===== src/rtl/pipe_ctrl_if.sv =====
// Pipeline-control bus: hazard inputs from the Y86-64 pipeline registers,
// stall/bubble controls, F-stage PC, status and performance counters.
// The pipeline side uses the master modport; the control unit uses slave.
interface pipe_ctrl_if #(
    parameter int CNT_W = 32
);
    logic             start;
    logic [63:0]      start_pc;
    logic [63:0]      f_predPC;
    logic [3:0]       D_icode;
    logic [3:0]       E_icode;
    logic [3:0]       M_icode;
    logic [3:0]       E_dstM;
    logic [3:0]       d_srcA;
    logic [3:0]       d_srcB;
    logic             e_Cnd;
    logic [2:0]       m_stat;
    logic [2:0]       W_stat;

    logic [63:0]      F_predPC;
    logic             F_stall;
    logic             D_stall;
    logic             D_bubble;
    logic             E_bubble;
    logic             M_bubble;
    logic             W_stall;
    logic [2:0]       cpu_stat;
    logic             halted;
    logic [CNT_W-1:0] run_cycles;
    logic [CNT_W-1:0] stall_cycles;
    logic [CNT_W-1:0] bubble_cycles;

    modport master (
        output start, start_pc, f_predPC,
        output D_icode, E_icode, M_icode, E_dstM, d_srcA, d_srcB, e_Cnd,
        output m_stat, W_stat,
        input  F_predPC, F_stall, D_stall, D_bubble, E_bubble, M_bubble, W_stall,
        input  cpu_stat, halted, run_cycles, stall_cycles, bubble_cycles
    );

    modport slave (
        input  start, start_pc, f_predPC,
        input  D_icode, E_icode, M_icode, E_dstM, d_srcA, d_srcB, e_Cnd,
        input  m_stat, W_stat,
        output F_predPC, F_stall, D_stall, D_bubble, E_bubble, M_bubble, W_stall,
        output cpu_stat, halted, run_cycles, stall_cycles, bubble_cycles
    );
endinterface


===== src/rtl/pipe_ctrl.sv =====
// Y86-64 pipeline control unit: owns the F-stage predicted-PC register,
// resolves load/use, ret, mispredict and exception hazards into per-stage
// stall/bubble controls, sequences IDLE/RUN/DONE and keeps saturating
// performance counters. Control outputs are purely combinational.
module pipe_ctrl #(
    parameter int CNT_W = 32
) (
    input  logic          clk,
    input  logic          rst,
    pipe_ctrl_if.slave    bus
);

    localparam logic [3:0] IC_MRMOVQ = 4'd5;
    localparam logic [3:0] IC_JXX    = 4'd7;
    localparam logic [3:0] IC_RET    = 4'd9;
    localparam logic [3:0] IC_POPQ   = 4'd11;
    localparam logic [3:0] RNONE     = 4'd15;
    localparam logic [2:0] STAT_AOK  = 3'd1;
    localparam logic [2:0] STAT_ADR  = 3'd2;
    localparam logic [2:0] STAT_INS  = 3'd3;
    localparam logic [2:0] STAT_HLT  = 3'd4;

    localparam logic [CNT_W-1:0] CNT_ONE = {{(CNT_W-1){1'b0}}, 1'b1};
    localparam logic [CNT_W-1:0] CNT_MAX = {CNT_W{1'b1}};

    typedef enum logic [1:0] {
        ST_IDLE = 2'd0,
        ST_RUN  = 2'd1,
        ST_DONE = 2'd2
    } state_t;

    // Exceptional status: address error, invalid instruction or halt.
    function automatic logic is_exc(input logic [2:0] s);
        return (s == STAT_ADR) || (s == STAT_INS) || (s == STAT_HLT);
    endfunction

    // Counter step that sticks at all-ones instead of wrapping.
    function automatic logic [CNT_W-1:0] sat_inc(input logic [CNT_W-1:0] v,
                                                 input logic             en);
        if (en && (v != CNT_MAX))
            return v + CNT_ONE;
        return v;
    endfunction

    state_t           r_state;
    state_t           w_state_nxt;
    logic [63:0]      r_F_predPC;
    logic [2:0]       r_cpu_stat;
    logic [CNT_W-1:0] r_run_cycles;
    logic [CNT_W-1:0] r_stall_cycles;
    logic [CNT_W-1:0] r_bubble_cycles;

    logic w_lu;
    logic w_rt;
    logic w_mp;
    logic w_ex;
    logic w_w_exc;
    logic w_in_run;
    logic w_F_stall;
    logic w_D_stall;
    logic w_D_bubble;
    logic w_E_bubble;
    logic w_M_bubble;
    logic w_W_stall;

    // Hazard detection from the instructions currently held in D, E and M.
    always_comb begin
        w_lu    = 1'b0;
        w_rt    = 1'b0;
        w_mp    = 1'b0;
        w_ex    = 1'b0;
        w_w_exc = is_exc(bus.W_stat);
        w_lu    = ((bus.E_icode == IC_MRMOVQ) || (bus.E_icode == IC_POPQ)) &&
                  (bus.E_dstM != RNONE) &&
                  ((bus.E_dstM == bus.d_srcA) || (bus.E_dstM == bus.d_srcB));
        w_rt    = (bus.D_icode == IC_RET) || (bus.E_icode == IC_RET) ||
                  (bus.M_icode == IC_RET);
        w_mp    = (bus.E_icode == IC_JXX) && !bus.e_Cnd;
        w_ex    = is_exc(bus.m_stat) || w_w_exc;
    end

    // Next-state and per-stage controls; a stall in D always wins over a bubble.
    always_comb begin
        w_state_nxt = r_state;
        w_in_run    = 1'b0;
        w_F_stall   = 1'b1;
        w_D_stall   = 1'b0;
        w_D_bubble  = 1'b1;
        w_E_bubble  = 1'b1;
        w_M_bubble  = 1'b1;
        w_W_stall   = 1'b0;
        case (r_state)
            ST_IDLE: begin
                if (bus.start)
                    w_state_nxt = ST_RUN;
            end
            ST_RUN: begin
                w_in_run   = 1'b1;
                w_F_stall  = w_lu || w_rt;
                w_D_stall  = w_lu;
                w_D_bubble = w_mp || (!w_lu && w_rt);
                w_E_bubble = w_mp || w_lu;
                w_M_bubble = w_ex;
                w_W_stall  = w_w_exc;
                if (w_w_exc)
                    w_state_nxt = ST_DONE;
            end
            ST_DONE: begin
                w_F_stall  = 1'b1;
                w_D_stall  = 1'b1;
                w_D_bubble = 1'b0;
                w_E_bubble = 1'b1;
                w_M_bubble = 1'b1;
                w_W_stall  = 1'b1;
            end
            default: begin
                w_state_nxt = ST_IDLE;
            end
        endcase
    end

    // Run-state register.
    always_ff @(posedge clk or posedge rst) begin
        if (rst)
            r_state <= ST_IDLE;
        else
            r_state <= w_state_nxt;
    end

    // F-stage register: seeded by start, then follows fetch's prediction unless stalled.
    always_ff @(posedge clk or posedge rst) begin
        if (rst)
            r_F_predPC <= 64'd0;
        else if ((r_state == ST_IDLE) && bus.start)
            r_F_predPC <= bus.start_pc;
        else if (w_in_run && !w_F_stall)
            r_F_predPC <= bus.f_predPC;
    end

    // Processor status captured on the edge that leaves RUN for DONE.
    always_ff @(posedge clk or posedge rst) begin
        if (rst)
            r_cpu_stat <= STAT_AOK;
        else if (w_in_run && w_w_exc)
            r_cpu_stat <= bus.W_stat;
    end

    // Saturating performance counters, advancing only in RUN.
    always_ff @(posedge clk or posedge rst) begin
        if (rst) begin
            r_run_cycles    <= '0;
            r_stall_cycles  <= '0;
            r_bubble_cycles <= '0;
        end else begin
            r_run_cycles    <= sat_inc(r_run_cycles,    w_in_run);
            r_stall_cycles  <= sat_inc(r_stall_cycles,  w_in_run && w_F_stall);
            r_bubble_cycles <= sat_inc(r_bubble_cycles, w_in_run && w_E_bubble);
        end
    end

    assign bus.F_predPC      = r_F_predPC;
    assign bus.F_stall       = w_F_stall;
    assign bus.D_stall       = w_D_stall;
    assign bus.D_bubble      = w_D_bubble;
    assign bus.E_bubble      = w_E_bubble;
    assign bus.M_bubble      = w_M_bubble;
    assign bus.W_stall       = w_W_stall;
    assign bus.cpu_stat      = r_cpu_stat;
    assign bus.halted        = (r_state == ST_DONE);
    assign bus.run_cycles    = r_run_cycles;
    assign bus.stall_cycles  = r_stall_cycles;
    assign bus.bubble_cycles = r_bubble_cycles;

endmodule


===== src/flat_wrapper.sv =====
// flat-port wrapper written by rule: the top's interface ports become plain ports
module pipe_ctrl_flat 
#(
    parameter int CNT_W = 32
)
  (clk, rst, bus_start, bus_start_pc, bus_f_predPC, bus_D_icode, bus_E_icode, bus_M_icode, bus_E_dstM, bus_d_srcA, bus_d_srcB, bus_e_Cnd, bus_m_stat, bus_W_stat, bus_F_predPC, bus_F_stall, bus_D_stall, bus_D_bubble, bus_E_bubble, bus_M_bubble, bus_W_stall, bus_cpu_stat, bus_halted, bus_run_cycles, bus_stall_cycles, bus_bubble_cycles);
  pipe_ctrl_if #(.CNT_W(CNT_W)) bus_i ();
  input  logic clk;
  input  logic rst;
  input wire logic [$bits(bus_i.start)-1:0] bus_start;
  input wire logic [$bits(bus_i.start_pc)-1:0] bus_start_pc;
  input wire logic [$bits(bus_i.f_predPC)-1:0] bus_f_predPC;
  input wire logic [$bits(bus_i.D_icode)-1:0] bus_D_icode;
  input wire logic [$bits(bus_i.E_icode)-1:0] bus_E_icode;
  input wire logic [$bits(bus_i.M_icode)-1:0] bus_M_icode;
  input wire logic [$bits(bus_i.E_dstM)-1:0] bus_E_dstM;
  input wire logic [$bits(bus_i.d_srcA)-1:0] bus_d_srcA;
  input wire logic [$bits(bus_i.d_srcB)-1:0] bus_d_srcB;
  input wire logic [$bits(bus_i.e_Cnd)-1:0] bus_e_Cnd;
  input wire logic [$bits(bus_i.m_stat)-1:0] bus_m_stat;
  input wire logic [$bits(bus_i.W_stat)-1:0] bus_W_stat;
  output wire logic [$bits(bus_i.F_predPC)-1:0] bus_F_predPC;
  output wire logic [$bits(bus_i.F_stall)-1:0] bus_F_stall;
  output wire logic [$bits(bus_i.D_stall)-1:0] bus_D_stall;
  output wire logic [$bits(bus_i.D_bubble)-1:0] bus_D_bubble;
  output wire logic [$bits(bus_i.E_bubble)-1:0] bus_E_bubble;
  output wire logic [$bits(bus_i.M_bubble)-1:0] bus_M_bubble;
  output wire logic [$bits(bus_i.W_stall)-1:0] bus_W_stall;
  output wire logic [$bits(bus_i.cpu_stat)-1:0] bus_cpu_stat;
  output wire logic [$bits(bus_i.halted)-1:0] bus_halted;
  output wire logic [$bits(bus_i.run_cycles)-1:0] bus_run_cycles;
  output wire logic [$bits(bus_i.stall_cycles)-1:0] bus_stall_cycles;
  output wire logic [$bits(bus_i.bubble_cycles)-1:0] bus_bubble_cycles;
  assign bus_i.start = bus_start;
  assign bus_i.start_pc = bus_start_pc;
  assign bus_i.f_predPC = bus_f_predPC;
  assign bus_i.D_icode = bus_D_icode;
  assign bus_i.E_icode = bus_E_icode;
  assign bus_i.M_icode = bus_M_icode;
  assign bus_i.E_dstM = bus_E_dstM;
  assign bus_i.d_srcA = bus_d_srcA;
  assign bus_i.d_srcB = bus_d_srcB;
  assign bus_i.e_Cnd = bus_e_Cnd;
  assign bus_i.m_stat = bus_m_stat;
  assign bus_i.W_stat = bus_W_stat;
  assign bus_F_predPC = bus_i.F_predPC;
  assign bus_F_stall = bus_i.F_stall;
  assign bus_D_stall = bus_i.D_stall;
  assign bus_D_bubble = bus_i.D_bubble;
  assign bus_E_bubble = bus_i.E_bubble;
  assign bus_M_bubble = bus_i.M_bubble;
  assign bus_W_stall = bus_i.W_stall;
  assign bus_cpu_stat = bus_i.cpu_stat;
  assign bus_halted = bus_i.halted;
  assign bus_run_cycles = bus_i.run_cycles;
  assign bus_stall_cycles = bus_i.stall_cycles;
  assign bus_bubble_cycles = bus_i.bubble_cycles;
  pipe_ctrl #(.CNT_W(CNT_W)) u_core (.clk(clk), .rst(rst), .bus(bus_i));
endmodule

===== config.mk =====
export PLATFORM = sky130hd
export DESIGN_NAME = pipe_ctrl_flat
export DESIGN_NICKNAME = d
export VERILOG_FILES = /design/src/rtl/pipe_ctrl_if.sv /design/src/rtl/pipe_ctrl.sv /design/src/flat_wrapper.sv
export SDC_FILE = /design/constraint.sdc
export NUM_CORES = 1
export LEC_CHECK = 0
export ABC_AREA = 1
export CAP_MARGIN = 20
export CORE_UTILIZATION = 40
export DETAILED_ROUTE_END_ITERATION = 6
export HOLD_SLACK_MARGIN = 0.05
export PLACE_DENSITY = 0.69
export SETUP_SLACK_MARGIN = 0.3
export SLEW_MARGIN = 20
export SYNTH_ARGS = -nofsm -noshare
export SYNTH_HDL_FRONTEND = slang
export SYNTH_SLANG_ARGS = --single-unit

===== constraint.sdc =====
create_clock -name clk -period 14.55 [get_ports clk]
set_clock_uncertainty 0.15 [all_clocks]
set_input_delay 2.1825 -clock clk [delete_from_list [all_inputs] [get_ports clk]]
set_output_delay 2.1825 -clock clk [all_outputs]
set_load 0.05 [all_outputs]

=== Word level (Yosys, flattened, before mapping) ===
Index checks and enable logic that the tools add are counted.

* Register bits: 165
* Input bits: 162
* Logic and storage cells: 80

* Add/subtract/negate cells: 3
* Equality and inequality tests: 22
* Muxes and demuxes: 18
* Bitwise logic cells: 1
* Reduce and logical (&&, ||, !) cells: 30

{| class="wikitable"
|+ Operator list
! cell !! count
|-
| two-way mux 64 bit || 2
|-
| adder 32 x 1 -> 32 bit, second input constant || 3
|-
| two-way mux 32 bit || 3
|-
| != test 32 bit, second input constant || 3
|-
| == test 4 bit, second input constant || 4
|-
| == test 3 x 2 -> 1 bit, second input constant || 4
|-
| logical AND 1 bit || 12
|-
| logical OR 1 bit || 12
|-
| == test 4 x 3 -> 1 bit, second input constant || 2
|-
| == test 4 bit || 2
|-
| two-way mux 1 bit || 7
|-
| == test 3 bit, second input constant || 2
|-
| one-hot mux 1 bit (2 select lines) || 3
|-
| one-hot mux 2 bit (3 select lines) || 1
|-
| two-way mux 2 bit || 2
|-
| != test 4 bit, second input constant || 1
|-
| zero test 1 bit || 3
|-
| AND reduction 3 bit || 1
|-
| == test 2 x 1 -> 1 bit, second input constant || 1
|-
| == test 2 bit, second input constant || 1
|-
| zero test 2 bit || 1
|-
| != test 2 x 1 -> 1 bit, second input constant || 1
|-
| != test 2 bit, second input constant || 1
|-
| nonzero test 2 bit || 1
|-
| inverter 1 bit || 1
|}

=== Depth between registers and ports, before layout ===
* Depth after elaboration: 10
* Depth in mapped cells: 12
* Gate-level depth less buffers: 11

=== Least setup slack after synthesis ===
OpenSTA, ideal clock, no wires.

* Path kind: input to output
* Start: in bus_E_icode[2]
* End: out bus_F_stall
* Arrival: 3.376 ns
* Data required time: 12.218 ns
* Slack: 8.841 ns
* Cell stages on the path: 7
* Buffers on the path: 1
* Path through: inv_1 nor2_1 nand3_1 a21oi_1 nand2_1 nand3_1 clkbuf_1

* Longest elaborated chain between the ends: 6
* Elaborated cells on any way between the ends: 10

{| class="wikitable"
|+ Ends and longest elaborated chain
! element !! RTL line !! RTL
|-
| from (decl) || flat_wrapper.sv:14 || <nowiki>input wire logic [$bits(bus_i.E_icode)-1:0] bus_E_icode;</nowiki>
|-
| == test 4 x 3 -> 1 bit / == test 4 bit (equally long branches) || pipe_ctrl.sv:73 || <nowiki>w_lu = ((bus.E_icode == IC_MRMOVQ) || (bus.E_icode == IC_POPQ)) &&</nowiki>
|-
| logical OR 1 bit || pipe_ctrl.sv:73 ||
|-
| logical AND 1 bit || pipe_ctrl.sv:73 ||
|-
| logical AND 1 bit || pipe_ctrl.sv:74 || <nowiki>(bus.E_dstM != RNONE) &&</nowiki>
|-
| logical OR 1 bit (*) || pipe_ctrl.sv:99 || <nowiki>w_F_stall = w_lu || w_rt;</nowiki>
|-
| two-way mux 1 bit (*) || pipe_ctrl.sv:92 || <nowiki>case (r_state)</nowiki>
|-
| to (decl) || flat_wrapper.sv:23 || <nowiki>output wire logic [$bits(bus_i.F_stall)-1:0] bus_F_stall;</nowiki>
|}

Mark *: on every way between the ends. The rest lies on a longest branch, timed or not.

=== Final worst setup path ===
* Start: in bus_E_dstM[1]
* End: out bus_F_stall

* Longest elaborated chain between the ends: 5
* Elaborated cells on any way between the ends: 8

{| class="wikitable"
|+ Ends and longest elaborated chain
! element !! RTL line !! RTL
|-
| from (decl) || flat_wrapper.sv:16 || <nowiki>input wire logic [$bits(bus_i.E_dstM)-1:0] bus_E_dstM;</nowiki>
|-
| != test 4 bit / == test 4 bit (equally long branches) || pipe_ctrl.sv:74, pipe_ctrl.sv:75 ||
|-
| logical AND 1 bit / logical OR 1 bit (equally long branches) || pipe_ctrl.sv:73, pipe_ctrl.sv:75 ||
|-
| logical AND 1 bit (*) || pipe_ctrl.sv:74 ||
|-
| logical OR 1 bit (*) || pipe_ctrl.sv:99 ||
|-
| two-way mux 1 bit (*) || pipe_ctrl.sv:92 ||
|}

Marks and branches as above.

==> results.toml <==
[timing]
finalSetupViolations = 0
max_slew_margin = 0.307
setup_tns_ps = 0
hold_ws_ps = 359
rsz0062_at_grt = "no"
fin_crit_sh = 0.460
max_freq_ghz = 0.149
fin_crit_ps = 6690
worst_slew_pin_slew_ps = 1040
report.final.hold_viol_count = 0
drv_slew = 0

[critical_path]
path_class = "in2out"
crit_end = "bus_F_stall"
crit_path_start = "bus_E_dstM[1]"
crit_path_frequent_cell = "nand2_1"
arrival_ps = 4360
crit_slowest_cell = "clkdlybuf4s50_1"
crit_chain = "clkdlybuf4s50_1, inv_2, nand2_1, nand2_1, nor2_1, nand2_1, nand2_1, nand2_1, nand3_2, clkdlybuf4s50_1"
reg2reg_from = "u_core.bus.bubble_cycles[0]"
start_kind = "input port"
slowest_delay_ps = 860
path_max_fanout = 6
r2r_slack_ps = 11300
reg2reg_to = "u_core.bus.bubble_cycles[23]"
required_ps = 12220
endpoint_kind = "output port"
r2r_cells = 9

[placed_design]
gp_congestion = 0.901
hpwl_um = 24200
io_buffers = 331
dp.cells = 2083

[floorplanning]
start_util = 0.411
core_area_um2 = 25300
die_x_um = 163
top_level_ports = 332
die_area_um2 = 26700
rows = 58
die_h_um = 163

[power_and_ir_drop]
pwr-share-clk = 0.208
p_leak_nw = 6.47
pwr-share-seq = 0.286
comb_power_share = 0.506
swShare = 0.469
powerDensity_nw_per_um2 = 156
p_sw_mw = 1.06
ir_drop_v = 0.000176
internal_power_mw = 1.20

[detailed_routing]
vias = 10575
avgViaCountPerCell = 5.00
drt-met1-wl_um = 14300
wl_per_cell_um = 15.7
first_pass_iters = 5
finalWirelength_um = 33200
met2WireLength_um = 15600
wl_met3_um = 2680
top_layer = "met4"
drc = 0
antenna_left = 0
drt-initial-drc-count = 637

[clock_network]
clk_pin_slew_worst_paths_ps = 80
clkLatencyLatePin_ps = 430
cts_buffers = 17
cts_tree = "built"
cts-resized-gates = 0
clock_path_buffers = 2
root_buffer = "clkbuf_16"
cts.sinks = 165
cts-htree-levels = 4
cts_hold_buf = 0
cts_setup_buffers = 0

[layout]
seqCellArea_um2 = 4130
multi_input_area_um2 = 5580
layout.cells.non_filler = 2117
area_delta_synth_final_pct = 39.3
fill_cells = 2412
drive_above_1_share = 0.0774
final_nets = 1941

[run]
max-cap-violations = 0

[synth]
synth-seq-cells = 165
synth_nets = 1644
ys_seq_area_frac = 0.397
syn_inst = 1475
yosysWarningCount = 0
syn_area_per_cell_um2 = 7.06
syn-cell-area_um2 = 10400
yosysUniqueCellTypes = 33

[global_routing]
grt.total_usage = 0.252
grt_pass1_wl_um = 53000
grt_start_max_net_pins = 103
antenna_found_initial = 2
grt_pass1_vias = 10122
grt_overflow_total = 0

[worst_hold_path]
min_path_type = "reg2reg"

[status]
outcome = "finished, final reports clean"
worst min-delay path by stage:
stage / startpoint / to / slack [ps] / cells past startpoint
after CTS: u_core.bus.F_predPC[12] / u_core.bus.F_predPC[12] / 360 / 2
after global routing: u_core.bus.F_predPC[7] / u_core.bus.F_predPC[7] / 370 / 2
after detailed placement: u_core.bus.F_predPC[5] / u_core.bus.F_predPC[5] / 340 / 2
after global placement: u_core.bus.F_predPC[0] / u_core.bus.F_predPC[0] / 340 / 2
after floorplan: u_core.r_state[1] / u_core.r_state[1] / 420 / 2
final: u_core.bus.F_predPC[12] / u_core.bus.F_predPC[12] / 360 / 2
Yosys cell counts (all sizes together):
master | n | area share
nand3b | 10 | 0.0072
nor2 | 145 | 0.055
nand3 | 128 | 0.063
nor3b | 1 | 0.00072
dfrtp | 164 | 0.39
dfstp | 1 | 0.0025
ha | 7 | 0.0084
o21a | 1 | 0.00072
and2 | 2 | 0.0012
xnor2 | 20 | 0.017
mux2 | 65 | 0.070
inv | 106 | 0.038
a21oi | 3 | 0.0014
xor2 | 19 | 0.016
buf | 40 | 0.023
o21ai | 28 | 0.014
nor3 | 17 | 0.0096
a211oi | 1 | 0.00072
nand4 | 68 | 0.041
nand2 | 629 | 0.23
clkbuf | 20 | 0.0072
layer usage:
metal / global-route usage / vias up
li1: - / 5317
met1: 0.320 / 4934
met2: 0.406 / 295
met3: 0.0853 / 29
met4: 0.0671 / 0
met5: 0 / -
flip-flops by register name, indices dropped and copies added, names as in the netlist:
signal                    count
u_core.bus.F_predPC          64
u_core.bus.run_cycles        32
u_core.bus.stall_cycles      32
u_core.bus.cpu_stat           3
u_core.bus.bubble_cycles     32
u_core.r_state                2
through the flow:
| step | instance area [um^2] | total power [mW] | util | setup WS (ps) |
|---|---|---|---|---|
| floorplan | 10400 | 1.42 | - | 7760 |
| global placement | 13900 | 1.78 | 0.548 | 7870 |
| detailed placement | 13900 | 1.79 | 0.548 | 7860 |
| CTS | 14500 | 2.27 | 0.572 | 7850 |
| global route | 14500 | 2.37 | 0.572 | 7670 |
| finish | 14500 | 2.26 | 0.572 | 7860 |
layout by cell type, fill, tap and decap left out, drive strengths merged:
cell type | netlist | final
bufinv | 0 | 2
dfrtp | 164 | 164
xor2 | 19 | 19
nor2 | 145 | 145
inv | 106 | 112
nand2 | 629 | 629
nand3 | 128 | 128
a21oi | 3 | 3
nand3b | 10 | 10
clkinvlp | 0 | 1
clkbuf | 20 | 17
clkdlybuf4s50 | 0 | 331
and2 | 2 | 2
o21ai | 28 | 28
clkinv | 0 | 5
xnor2 | 20 | 20
o21a | 1 | 1
dfstp | 1 | 1
nor3 | 17 | 17
diode | 0 | 3
ha | 7 | 7
mux2 | 65 | 65
a211oi | 1 | 1
buf | 40 | 7
nor3b | 1 | 1
nand4 | 68 | 68
cell families after synthesis:
kind of cell | Yosys count | synth area share
xor gates and xnor gates | 39 | 0.0328
AOI/OAI and AO/OA | 33 | 0.0167
muxes | 65 | 0.0703
DFF | 165 | 0.397
adders and majority gates | 7 | 0.00842
buffers and inverters | 166 | 0.0687
and+or+nand+nor | 1000 | 0.406
worst max-delay path, delay by kind of cell:
family | cells | cell delay, ps
simple gates | 7 | 690
buf+inv | 3 | 1480
final cells by class:
class	count	share of cell area
Timing Repair Buffer	338	0.232
Clock inverter	14	0.0118
Multi-Input combinational cell	1144	0.385
Inverter	106	0.0278
Tap cell	330	0.0285
Sequential cell	165	0.285
Antenna cell	3	0.000518
Clock buffer	17	0.0293
power groups by stage:
stage | combinational [mW] | sequential (mW) | clock, mW
floorplan | 0.414 | 1.01 | 0
global placement | 1.13 | 0.646 | 0
detailed placement | 1.14 | 0.648 | 0
CTS | 1.15 | 0.644 | 0.482
global route | 1.21 | 0.659 | 0.499
finish | 1.14 | 0.645 | 0.470
(Power assumes the default switching activity.)
